### src/rtl/muldiv_pkg.sv
// Shared widths and state encoding for the MulDiv datapath.
// The divider consumes the full 2N-bit multiplier product as its dividend.
package muldiv_pkg;

    localparam int N    = 4;
    localparam int ITER = 2 * N;

    typedef enum logic [1:0] {
        IDLE = 2'd0,
        RUN  = 2'd1,
        DONE = 2'd2
    } div_state_t;

endpackage

### src/rtl/div_step.sv
// One combinational restoring-division iteration: shift in the next dividend bit,
// subtract the divisor when it fits, and emit the resulting quotient bit.
module div_step
    import muldiv_pkg::*;
#(
    parameter int N = muldiv_pkg::N
) (
    input  logic [N:0]   rem_in,
    input  logic         bit_in,
    input  logic [N-1:0] divisor,
    output logic [N:0]   rem_out,
    output logic         q_bit
);

    logic [N:0] shifted_s;
    logic [N:0] trial_s;
    logic       fits_s;

    // Trial subtraction; a set bit shifted out of rem_in always means the divisor fits
    always_comb begin
        shifted_s = {rem_in[N-1:0], bit_in};
        trial_s   = shifted_s - {1'b0, divisor};
        fits_s    = rem_in[N] | (shifted_s >= {1'b0, divisor});
        if (fits_s) begin
            rem_out = trial_s;
            q_bit   = 1'b1;
        end else begin
            rem_out = shifted_s;
            q_bit   = 1'b0;
        end
    end

endmodule

### src/rtl/div_seq.sv
// Multi-cycle unsigned restoring divider: 2N-bit dividend / N-bit divisor,
// one quotient bit per cycle, with valid/ready handshakes and divide-by-zero flag.
module div_seq
    import muldiv_pkg::*;
#(
    parameter int N = muldiv_pkg::N
) (
    input  logic           CLK,
    input  logic           RESETN,
    input  logic           in_valid,
    output logic           in_ready,
    input  logic [2*N-1:0] dividend,
    input  logic [N-1:0]   divisor,
    output logic           out_valid,
    input  logic           out_ready,
    output logic [2*N-1:0] quotient,
    output logic [N-1:0]   remainder,
    output logic           div_by_zero
);

    localparam int             ITER_C = 2 * N;
    localparam int             CW     = $clog2(ITER_C);
    localparam logic [CW-1:0]  LAST_C = CW'(ITER_C - 1);

    div_state_t      state_r;
    div_state_t      next_s;
    logic [CW-1:0]   count_r;
    logic [N:0]      rem_r;
    logic [2*N-1:0]  quo_r;
    logic [N-1:0]    dvs_r;
    logic            dbz_r;
    logic            accept_s;
    logic            zero_div_s;
    logic [N:0]      step_rem_s;
    logic            step_q_s;

    assign accept_s   = in_valid && (state_r == IDLE);
    assign zero_div_s = (divisor == {N{1'b0}});

    // The MSB of the quotient register is the next dividend bit to bring down
    div_step #(.N(N)) u_step (
        .rem_in  (rem_r),
        .bit_in  (quo_r[2*N-1]),
        .divisor (dvs_r),
        .rem_out (step_rem_s),
        .q_bit   (step_q_s)
    );

    // State register
    always_ff @(posedge CLK or negedge RESETN) begin
        if (!RESETN) begin
            state_r <= IDLE;
        end else begin
            state_r <= next_s;
        end
    end

    // Next-state logic
    always_comb begin
        next_s = state_r;
        case (state_r)
            IDLE: begin
                if (accept_s) begin
                    if (zero_div_s) begin
                        next_s = DONE;
                    end else begin
                        next_s = RUN;
                    end
                end else begin
                    next_s = IDLE;
                end
            end
            RUN: begin
                if (count_r == LAST_C) begin
                    next_s = DONE;
                end else begin
                    next_s = RUN;
                end
            end
            DONE: begin
                if (out_ready) begin
                    next_s = IDLE;
                end else begin
                    next_s = DONE;
                end
            end
            default: next_s = IDLE;
        endcase
    end

    // Datapath: operand capture on accept, one restoring step per RUN cycle
    always_ff @(posedge CLK or negedge RESETN) begin
        if (!RESETN) begin
            count_r <= {CW{1'b0}};
            rem_r   <= {(N+1){1'b0}};
            quo_r   <= {(2*N){1'b0}};
            dvs_r   <= {N{1'b0}};
            dbz_r   <= 1'b0;
        end else begin
            case (state_r)
                IDLE: begin
                    if (accept_s) begin
                        dvs_r   <= divisor;
                        count_r <= {CW{1'b0}};
                        if (zero_div_s) begin
                            quo_r <= {(2*N){1'b1}};
                            rem_r <= {1'b0, dividend[N-1:0]};
                            dbz_r <= 1'b1;
                        end else begin
                            quo_r <= dividend;
                            rem_r <= {(N+1){1'b0}};
                            dbz_r <= 1'b0;
                        end
                    end
                end
                RUN: begin
                    rem_r   <= step_rem_s;
                    quo_r   <= {quo_r[2*N-2:0], step_q_s};
                    count_r <= count_r + 1'b1;
                end
                DONE: begin
                    count_r <= count_r;
                end
                default: begin
                    count_r <= {CW{1'b0}};
                end
            endcase
        end
    end

    assign in_ready    = (state_r == IDLE);
    assign out_valid   = (state_r == DONE);
    assign quotient    = quo_r;
    assign remainder   = rem_r[N-1:0];
    assign div_by_zero = dbz_r;

endmodule
### config.mk
export PLATFORM = sky130hd
export DESIGN_NAME = div_seq
export DESIGN_NICKNAME = d
export VERILOG_FILES = /design/src/rtl/muldiv_pkg.sv /design/src/rtl/div_step.sv /design/src/rtl/div_seq.sv
export SDC_FILE = /design/constraint.sdc
export NUM_CORES = 1
export LEC_CHECK = 0
export CORE_ASPECT_RATIO = 0.5
export CORE_MARGIN = 1
export CORE_UTILIZATION = 34
export DETAILED_ROUTE_END_ITERATION = 7
export GPL_TIMING_DRIVEN = 0
export MAX_ROUTING_LAYER = met4
export PLACE_DENSITY = 0.62
export SLEW_MARGIN = 20
export SYNTH_ARGS = -nofsm -noshare
export SYNTH_HDL_FRONTEND = slang
export SYNTH_SLANG_ARGS = --single-unit
### constraint.sdc
create_clock -name CLK -period 4.78 [get_ports CLK]
set_input_delay 1.195 -clock CLK [delete_from_list [all_inputs] [get_ports CLK]]
set_output_delay 1.195 -clock CLK [all_outputs]
set_load 0.05 [all_outputs]
==> metrics.md <==
| Metric | Value |
|---|---|
| Status | finished clean |
| 1st-iter DRT viols | 69 |
| Final HPWL DP | 2.11 mm |
| CP endpoint kind | output pin |
| Die area | 0.00411 mm^2 |
| Worst EP arrival | 1760 ps |
| Boundary pin count | 31 |
| Area of the multi-input gates | 652 um^2 |
| IO Port Bufs | 30 |
| FF-to-FF path depth | 6 |
| Resize count post-CTS | 0 |
| Setup TNS | 0 ps |
| Leading area contributor after synthesis | dfrtp_1 |
| Register bit count reported by yosys | 23 |
| Startpoint Class | flop |
| Top cells by count, synth | dfrtp_1 (23), nor2_1 (20), nand2_1 (13) |
| Clock tree root buffer cell | clkbuf_8 |
| Period utilization | 0.619 |
| Synth top area cells | dfrtp_1 (44%), ha_1 (5.8%), nor2_1 (5.8%), o21ai_0 (3.8%), nand2_1 (3.7%) |
| Detailed Route WL | 2.72 mm |
| Syn Inst Count | 132 |
| Final Hold Fails | 0 |
| Sink Count | 23 |
| Pin count of the biggest net entering global routing | 24 |
| TritonCTS Buffers | 3 |
| Syn nets | 155 |
| CP Launch Point | state_r[1]$_DFF_PN0_ |
| Clock Latency Late Sink | 270 ps |
| Cell Area, Synth | 0.00131 mm^2 |
| Antenna Violating Nets Remaining | 0 |
| Yosys Warn Count | 0 |
| Die W | 89.6 um |
| Reg area | 576 um^2 |
| Final setup violation count | 0 |
| Fraction of layout cells with a size suffix above 1 | 0.145 |
| Die Ht | 45.8 um |
| F_max | 338 MHz |
| Fill count | 334 |
| DR vias/cell | 4.79 |
| # H-tree levels | 1 |
| Yosys top cell area share | 0.441 |
| 1st-pass router iterations | 4 |
| Total Nets Final | 190 |
| Routed len/inst | 12.6 um |
| R2r endpoint | rem_r[2]$_DFFE_PN0P_ |
| Top FF cell, synth | dfrtp_1 |
| Class of the worst hold path | flop to flop |
| RSZ-0062 raised after global routing | no |
| CTS tree | done |
| Clk_skew | 8.67 ps |
| Final Util | 0.482 |
| Count leader, synth | dfrtp_1 |
| Critical R2R Launch | rem_r[1]$_DFFE_PN0P_ |
| Max_slew headroom | 0.639 |
| Worst setup path endpoint | out_valid |
| Slew Viols, Final | 0 |
| Hold buffer count at CTS | 0 |
| First-pass GRT wire length | 4.56 mm |
| Critical path peak fanout | 6 |
| Remaining Overflow, GRT | 0 |
| Syn_area_per_cell | 9.89 um^2 |
| Required @ worst endpoint | 3590 ps |
| Drt drc | 0 |
| Finished Layout Cells | 217 |
| WHS | 507 ps |
| Register area share after synthesis | 0.441 |
| Worst slew pin tran | 539 ps |
| Min Tclk post-route | 2960 ps |
| Number of global-route vias before repair | 956 |
| CTS clk-pin slew, worst paths | 80 ps |
| Core Region | 0.00355 mm^2 |
| Cell Rows | 15 |
| Vias | 1040 |
| Layout area overhead | 31.1% |
| R2R setup slack | 3020 ps |
| Fraction of registers with async set or reset after synthesis | 1.00 |
| Bufs on Longest Clock Path | 2 |
| Number of synthesized flops with an enable pin | 0 |
| Starting Density | 0.368 |
| Max-cap violations | 0 |
| GPL Wtd Cong | 0.752 |
| Initial antenna violation count | 0 |
| Gr usage total | 0.156 |
| Placed Cells | 213 |
| ANT cells | 0 |
| Setup CP Type | flop to output pin |
| Synth unique cells | 32 |
| Setup Buffers After CTS | 0 |
logic make-up (layout without fill, tap and decap cells):
logic type,Yosys count,count (layout),synth area share
compound gates,33,33,0.179
xor+xnor,2,2,0.0134
fa+ha+maj,7,7,0.0729
buf+inv,14,48,0.0594
flops,23,23,0.441
mux,6,6,0.0479
simple gates,47,47,0.186
layout make-up:
| cell class | instances | area share |
|---|---|---|
| multi-input cells | 95 | 0.381 |
| flip-flops and latches | 23 | 0.337 |
| repair buffers | 30 | 0.173 |
| well taps | 51 | 0.0373 |
| plain buffers | 8 | 0.0322 |
| clock buffers | 3 | 0.0241 |
| inverters | 6 | 0.0132 |
| clock inverters | 1 | 0.00293 |
cells in the final DEF (no fill, tap or decap), drive strengths merged, types with 6 or more instances in the layout:
cell	synthesis	routed
buf	8	9
nand2	14	14
clkdlybuf4s50	0	29
o21ai	11	11
a21oi	7	7
nor2	20	20
dfrtp	23	23
ha	6	6
inv	6	6
sequential cells by signal, indices dropped and copies added (netlist names):
register     flops
div_by_zero      1
dvs_r            4
count_r          3
rem_r            5
state_r          2
quotient         8
through the flow:
step | setup WS [ps] | cell area (um^2)
3_5_place_dp | 2090 | 1670
2_1_floorplan | 2410 | 1310
4_1_cts | 1820 | 1720
5_1_grt | 1750 | 1710
3_3_place_gp | 2100 | 1670
6_report | 1820 | 1710
per-layer routing:
metal	vias to the layer above	track usage	wire length [um]	share of wire
met5	-	-	0	0
met4	0	0.0286	17	0.0062
met3	2	0.0380	46	0.017
met2	9	0.241	1230	0.45
met1	506	0.212	1430	0.52
li1	523	-	-	-
worst max-delay path: stages (launching register included):
cell and delay [ps]:
dfrtp_1 430, inv_1 140, nor2_1 120, clkdlybuf4s50_1 810
worst min-delay path by stage:
| stage | start | to | slack, ps | cells past startpoint |
|---|---|---|---|---|
| 2_1_floorplan | count_r[0]$_DFFE_PN0P_ | count_r[0]$_DFFE_PN0P_ | 470 | 1 |
| 3_3_place_gp | count_r[1]$_DFFE_PN0P_ | count_r[1]$_DFFE_PN0P_ | 490 | 1 |
| 3_5_place_dp | count_r[1]$_DFFE_PN0P_ | count_r[1]$_DFFE_PN0P_ | 490 | 1 |
| 4_1_cts | count_r[0]$_DFFE_PN0P_ | count_r[0]$_DFFE_PN0P_ | 510 | 1 |
| 5_1_grt | count_r[1]$_DFFE_PN0P_ | count_r[1]$_DFFE_PN0P_ | 540 | 1 |
| 6_report | count_r[0]$_DFFE_PN0P_ | count_r[0]$_DFFE_PN0P_ | 510 | 1 |
Power is left out: the tool's default activity adds up to more than one toggle a clock period on the data nets, which glitch-free logic cannot reach.
